## src/rtl/fifo_pkg.sv

```systemverilog
// Shared types and helpers for the async FIFO write side.
// Gray conversion is width-agnostic; callers truncate to their pointer width.
package fifo_pkg;

  localparam int DATA_SIZE_DEF = 8;
  localparam int ADDR_SIZE_DEF = 4;

  typedef enum logic {
    IDLE  = 1'b0,
    BURST = 1'b1
  } wr_state_e;

  function automatic logic [31:0] bin2gray(input logic [31:0] b);
    return b ^ (b >> 1);
  endfunction

endpackage

```

## src/rtl/fifo_wr_arbiter_rr_pick.sv

```systemverilog
// Round-robin priority selector: first set request at or after rr_ptr_i, with wrap.
// Purely combinational.
module rr_pick #(
  parameter int N  = 4,
  parameter int IW = $clog2(N)
) (
  input  logic [N-1:0]  req_i,
  input  logic [IW-1:0] rr_ptr_i,
  output logic          found_o,
  output logic [IW-1:0] idx_o
);

  // Scan from the farthest offset down so the closest match to rr_ptr_i wins.
  always_comb begin
    int j;
    j       = 0;
    found_o = 1'b0;
    idx_o   = '0;
    for (int k = N - 1; k >= 0; k--) begin
      j = int'(rr_ptr_i) + k;
      if (j >= N) j = j - N;
      if (req_i[j]) begin
        found_o = 1'b1;
        idx_o   = IW'(j);
      end
    end
  end

endmodule

```

## src/rtl/fifo_wr_arbiter.sv

```systemverilog
// Write-side controller: round-robin, burst-bounded sharing of the FIFO memory write port.
// Owns the binary/Gray write pointer and the registered full flag; grants are same-cycle.
module fifo_wr_arbiter
  import fifo_pkg::*;
#(
  parameter int DATA_SIZE = DATA_SIZE_DEF,
  parameter int ADDR_SIZE = ADDR_SIZE_DEF,
  parameter int NUM_REQ   = 4,
  parameter int MAX_BURST = 4,
  localparam int IW = $clog2(NUM_REQ),
  localparam int BW = $clog2(MAX_BURST + 1),
  localparam int PW = ADDR_SIZE + 1
) (
  input  logic                         wclk,
  input  logic                         wrst_n,
  input  logic [NUM_REQ-1:0]           req,
  input  logic [NUM_REQ*DATA_SIZE-1:0] req_data,
  input  logic [PW-1:0]                wq2_rptr,
  output logic [NUM_REQ-1:0]           gnt,
  output logic [IW-1:0]                owner,
  output logic [DATA_SIZE-1:0]         wdata,
  output logic [ADDR_SIZE-1:0]         waddr,
  output logic                         wclk_en,
  output logic [PW-1:0]                wptr,
  output logic                         wfull
);

  wr_state_e     state_q, state_d;
  logic [IW-1:0] rr_q, rr_d;
  logic [IW-1:0] owner_q, owner_d;
  logic [BW-1:0] cnt_q, cnt_d;
  logic [PW-1:0] wbin_q, wbin_d;
  logic [PW-1:0] wptr_q, wgray_d;
  logic          wfull_q, wfull_d;

  logic          pick_found;
  logic [IW-1:0] pick_idx;
  logic          write;
  logic [IW-1:0] sel;

  function automatic logic [IW-1:0] nxt_idx(input logic [IW-1:0] i);
    return (int'(i) == NUM_REQ - 1) ? '0 : i + IW'(1);
  endfunction

  rr_pick #(.N(NUM_REQ), .IW(IW)) u_pick (
    .req_i    (req),
    .rr_ptr_i (rr_q),
    .found_o  (pick_found),
    .idx_o    (pick_idx)
  );

  // Reset gates the grant so nothing is written while wrst_n is low.
  always_comb begin
    state_d = state_q;
    rr_d    = rr_q;
    owner_d = owner_q;
    cnt_d   = cnt_q;
    gnt     = '0;
    if (wrst_n && !wfull_q) begin
      unique case (state_q)
        IDLE: begin
          if (pick_found) begin
            gnt[pick_idx] = 1'b1;
            owner_d       = pick_idx;
            cnt_d         = BW'(1);
            if (MAX_BURST == 1) rr_d = nxt_idx(pick_idx);
            else                state_d = BURST;
          end
        end
        BURST: begin
          if (req[owner_q]) begin
            gnt[owner_q] = 1'b1;
            cnt_d        = cnt_q + BW'(1);
            if (cnt_q + BW'(1) == BW'(MAX_BURST)) begin
              state_d = IDLE;
              rr_d    = nxt_idx(owner_q);
            end
          end else begin
            state_d = IDLE;
            rr_d    = nxt_idx(owner_q);
          end
        end
        default: state_d = IDLE;
      endcase
    end
  end

  assign write   = |gnt;
  assign wbin_d  = wbin_q + PW'(write);
  assign wgray_d = PW'(bin2gray(32'(wbin_d)));
  assign wfull_d = (wgray_d == {~wq2_rptr[ADDR_SIZE:ADDR_SIZE-1], wq2_rptr[ADDR_SIZE-2:0]});

  assign sel     = (state_q == IDLE && write) ? pick_idx : owner_q;
  assign wdata   = req_data[sel*DATA_SIZE +: DATA_SIZE];
  assign wclk_en = write;
  assign waddr   = wbin_q[ADDR_SIZE-1:0];
  assign wptr    = wptr_q;
  assign wfull   = wfull_q;
  assign owner   = owner_q;

  always_ff @(posedge wclk or negedge wrst_n) begin
    if (!wrst_n) begin
      state_q <= IDLE;
      rr_q    <= '0;
      owner_q <= '0;
      cnt_q   <= '0;
      wbin_q  <= '0;
      wptr_q  <= '0;
      wfull_q <= 1'b0;
    end else begin
      state_q <= state_d;
      rr_q    <= rr_d;
      owner_q <= owner_d;
      cnt_q   <= cnt_d;
      wbin_q  <= wbin_d;
      wptr_q  <= wgray_d;
      wfull_q <= wfull_d;
    end
  end

endmodule

```

## config.mk

```make
export PLATFORM = sky130hd
export DESIGN_NAME = fifo_wr_arbiter
export DESIGN_NICKNAME = d
export VERILOG_FILES = /design/src/rtl/fifo_pkg.sv /design/src/rtl/fifo_wr_arbiter_rr_pick.sv /design/src/rtl/fifo_wr_arbiter.sv
export SDC_FILE = /design/constraint.sdc
export NUM_CORES = 1
export LEC_CHECK = 0
export CORE_MARGIN = 3
export CORE_UTILIZATION = 39
export CTS_CLUSTER_DIAMETER = 60
export CTS_CLUSTER_SIZE = 12
export DETAILED_ROUTE_END_ITERATION = 8
export HOLD_SLACK_MARGIN = 0.1
export PLACE_DENSITY = 0.78
export RECOVER_POWER = 50
export REMOVE_ABC_BUFFERS = 1
export SLEW_MARGIN = 30
export SYNTH_ARGS = -nofsm -noshare
export SYNTH_HDL_FRONTEND = slang
export SYNTH_HIERARCHICAL = 1
export SYNTH_SLANG_ARGS = --single-unit
```

## constraint.sdc

```tcl
create_clock -name wclk -period 2.6 [get_ports wclk]
set_clock_uncertainty 0.1 [all_clocks]
set_input_delay 0.39 -clock wclk [delete_from_list [all_inputs] [get_ports wclk]]
set_output_delay 0.39 -clock wclk [all_outputs]
set_load 0.005 [all_outputs]
```

==> impl_metrics.env, run 1 <==
export IMPL_status="finished with violations"
export IMPL_violations="negative setup slack"
export IMPL_postSynthCellCount=141
export IMPL_hold_viol=0
export IMPL_crit_type="flip-flop to output port"
export IMPL_synth_cell_types=34
export IMPL_async_reset_ff_share_pct=100
export IMPL_die_y_um=69.9
export IMPL_route_met2_wl_um=2620
export IMPL_holdCritStartpoint="cnt_q[2]"
export IMPL_crit_arrival_ns=2.27
export IMPL_dieArea_sq_um=4890
export IMPL_worstMarginPinSlew_ns=0.954
export IMPL_start_kind="flip-flop"
export IMPL_p_seq_share_pct=18.7
export IMPL_dp_cells=284
export IMPL_reg2reg_depth=10
export IMPL_synthAdderAreaFrac_pct=6.28
export IMPL_fin_nets=308
export IMPL_htreeDepth=1
export IMPL_drv_cap=0
export IMPL_synth_seq_area_share_pct=28.3
export IMPL_p_comb_share_pct=75.6
export IMPL_setup_slack_ns=-0.159
export IMPL_grt_pass1_vias=1697
export IMPL_clkSlewWorstSetupHoldPaths_ns=0.06
export IMPL_r2r_start="owner[0]"
export IMPL_top_layer_used="met4"
export IMPL_cts_buffer_depth=2
export IMPL_hp_class="flip-flop to flip-flop"
export IMPL_drc=0
export IMPL_hold_depth=1
export IMPL_synth_top_family_by_area="multiplexers"
export IMPL_synth_compound_area_share_pct=8.63
export IMPL_synthTopCellsByCount="18 x dfrtp_1, 16 x mux4_2, 13 x nor2_1, 9 x xor2_1"
export IMPL_start_util_pct=42.0
export IMPL_place_congestion=0.843
export IMPL_io_pins=68
export IMPL_yosys_area_top_type="dfrtp_1"
export IMPL_wl_met1_um=1930
export IMPL_first_pass_iters=4
export IMPL_dp_hpwl_um=3650
export IMPL_timing_fmax_ghz=0.362
export IMPL_tns_ns=-1.14
export IMPL_p_leak_nw=1.24
export IMPL_routed_wl_met3_um=367
export IMPL_end_kind="output port"
export IMPL_grt_usage_pct=20.1
export IMPL_synth_most_common_cell="dfrtp_1"
export IMPL_switching_share_pct=36.3
export IMPL_yosys_register_bits=18
export IMPL_p_clk_share_pct=5.8
export IMPL_fin_area_sq_um=2890
export IMPL_netlist_area_sq_um=1590
export IMPL_vias=1604
export IMPL_synth_avg_cell_area_sq_um=11.3
export IMPL_numCtsBuffers=3
export IMPL_post_drt_wl_per_cell_um=16.6
export IMPL_area_growth_pct=81.3
export IMPL_drive_above_1_share_pct=44.3
export IMPL_whs_ns=0.479
export IMPL_ir_drop_mv=0.800
export IMPL_synth_edf_count=0
export IMPL_synth_top_cells_by_area="dfrtp_1 28%, mux4_2 23%, ha_1 6.3%"
export IMPL_yosys_warnings=6
export IMPL_core_sq_um=3800
export IMPL_die_w_um=69.9
export IMPL_switchingPower_w=0.00117
export IMPL_initialDrtViolationCount=46
export IMPL_synth_xor_area_share_pct=8.79
export IMPL_synth_ff_type="dfrtp_1"
export IMPL_grt_pass1_wl_um=7900
export IMPL_insertion_delay_ns=0.25
export IMPL_slew_violations=0
export IMPL_io_buffers=67
export IMPL_place_area_sq_um=2560
export IMPL_cts_sinks=18
export IMPL_setup_viol=9
export IMPL_cts_tree="yes"
export IMPL_rsz0062_at_grt="true"
export IMPL_insertedDiodeCount=0
export IMPL_yosys_area_share_simple_pct=11.5
export IMPL_fp_row_count=22
export IMPL_overflow=0
export IMPL_synth_mux_area_share_pct=33.3
export IMPL_r2r_end="wfull"
export IMPL_ff2ff_setup_slack_ns=-0.07
export IMPL_holdPathEnd="cnt_q[2]"
export IMPL_powerDensity_nw_per_um2=1110
export IMPL_cts_root_buf="clkbuf_8"
export IMPL_worstPathRequired_ns=2.11
export IMPL_antenna_found_initial=0
export IMPL_finalWirelength_um=5030
export IMPL_p_int_w=0.00204
export IMPL_slew_headroom_pct=36.4
export IMPL_grt_max_degree=20
export IMPL_yosysTopAreaCellShare_pct=28.3
export IMPL_via_per_inst=5.29
export IMPL_crit_fanout=4
export IMPL_fin_crit_ns=2.76
export IMPL_finalNonFillerCells=303
export IMPL_finalCritPeriodShare_pct=106
export IMPL_drtAntennaViolNets=0
timing repair:
item / 4_1_cts / 5_1_grt
hold buffers: 0 / 0
resized for setup: 61 / 38
endpoints found under the hold margin: 0 / 0
gates cloned: 0 / 0
pin swaps: 11 / 13
endpoints found under the setup margin: 18 / 17
setup buffers: 13 / 4
worst max-delay path by stage:
stage	slack, ns	end	cells after the start	start
after floorplan	-0.39	wfull	10	owner[0]
after global placement	-0.56	wdata[0]	8	req[1]
after detailed placement	-0.65	wfull	11	req[0]
after global routing	-0.26	wdata[3]	8	rr_q[0]
final	-0.16	wdata[3]	8	rr_q[0]
after CTS	-0.17	wdata[4]	8	rr_q[1]
registers in the layout, summed over array words and instances (netlist names):
| signal | count |
|---|---|
| wfull | 1 |
| state_q | 1 |
| cnt_q | 3 |
| wptr | 4 |
| wbin_q | 5 |
| owner | 2 |
| rr_q | 2 |
kinds of logic (layout without fill, tap and decap cells):
family                     count (synthesis)  after routing
AOI/OAI and AO/OA                         21             21
buffers and inverters                     10            124
muxes                                     30             30
DFF                                       18             18
and+or+nand+nor                           38             38
xor gates and xnor gates                  16             16
adders and majority gates                  8              8
power groups by stage:
| stage | registers (W) | clock network (W) | logic [W] |
|---|---|---|---|
| 2_1_floorplan | 0.000598 | 0 | 0.000974 |
| 5_1_grt | 0.000621 | 0.000204 | 0.00263 |
| 6_report | 0.000599 | 0.000185 | 0.00243 |
| 4_1_cts | 0.000582 | 0.000192 | 0.00222 |
| 3_3_place_gp | 0.000561 | 0 | 0.00193 |
| 3_5_place_dp | 0.000575 | 0 | 0.00199 |
critical path, cell delays in order (launching register included):
cell	delay (ns)
dfrtp_1	0.41
nor3b_4	0.28
a211oi_4	0.05
nor2_2	0.17
buf_6	0.15
buf_6	0.10
mux4_2	0.48
mux2_4	0.27
buf_6	0.11
through the flow:
step                      power [W]  setup slack (ns)  utilization (%)
after global placement      0.00249            -0.555             67.3
after detailed placement    0.00257            -0.650             67.3
after floorplan             0.00157            -0.388                -
after CTS                   0.00300            -0.168             72.8
after global routing        0.00346            -0.257             76.1
final                       0.00321            -0.159             76.1
layout make-up:
type | instances | area (sq um)
clock buffer | 3 | 41.3
inverter | 4 | 15.0
tap | 48 | 60.1
timing repair buffer | 117 | 1050
sequential | 18 | 452
fill | 233 | 908
multi-input combinational | 113 | 1270
placed cells by master (no fill, tap or decap), drive strengths merged, types with 5 or more instances in the layout:
cell type      count
a21oi              8
buf               57
clkbuf             8
clkdlybuf4s50     43
dfrtp             18
dlygate4sd3        7
ha                 8
mux2              11
mux4              17
nand2              8
nor2              13
o21ai              5
xnor2              7
xor2               9
metal layers:
| metal | track usage [%] | vias up |
|---|---|---|
| li1 | - | 755 |
| met1 | 23.6 | 772 |
| met2 | 36.7 | 67 |
| met3 | 3.45 | 10 |
| met4 | 6.60 | 0 |
| met5 | 0 | - |
(Power assumes the default switching activity.)
==> inputs of run 2 (changes only) <==
CTS_CLUSTER_SIZE = 14   (was 12)
==> results of run 2 <==
Same layout as run 1: the final DEF is identical, and so are final timing and power.
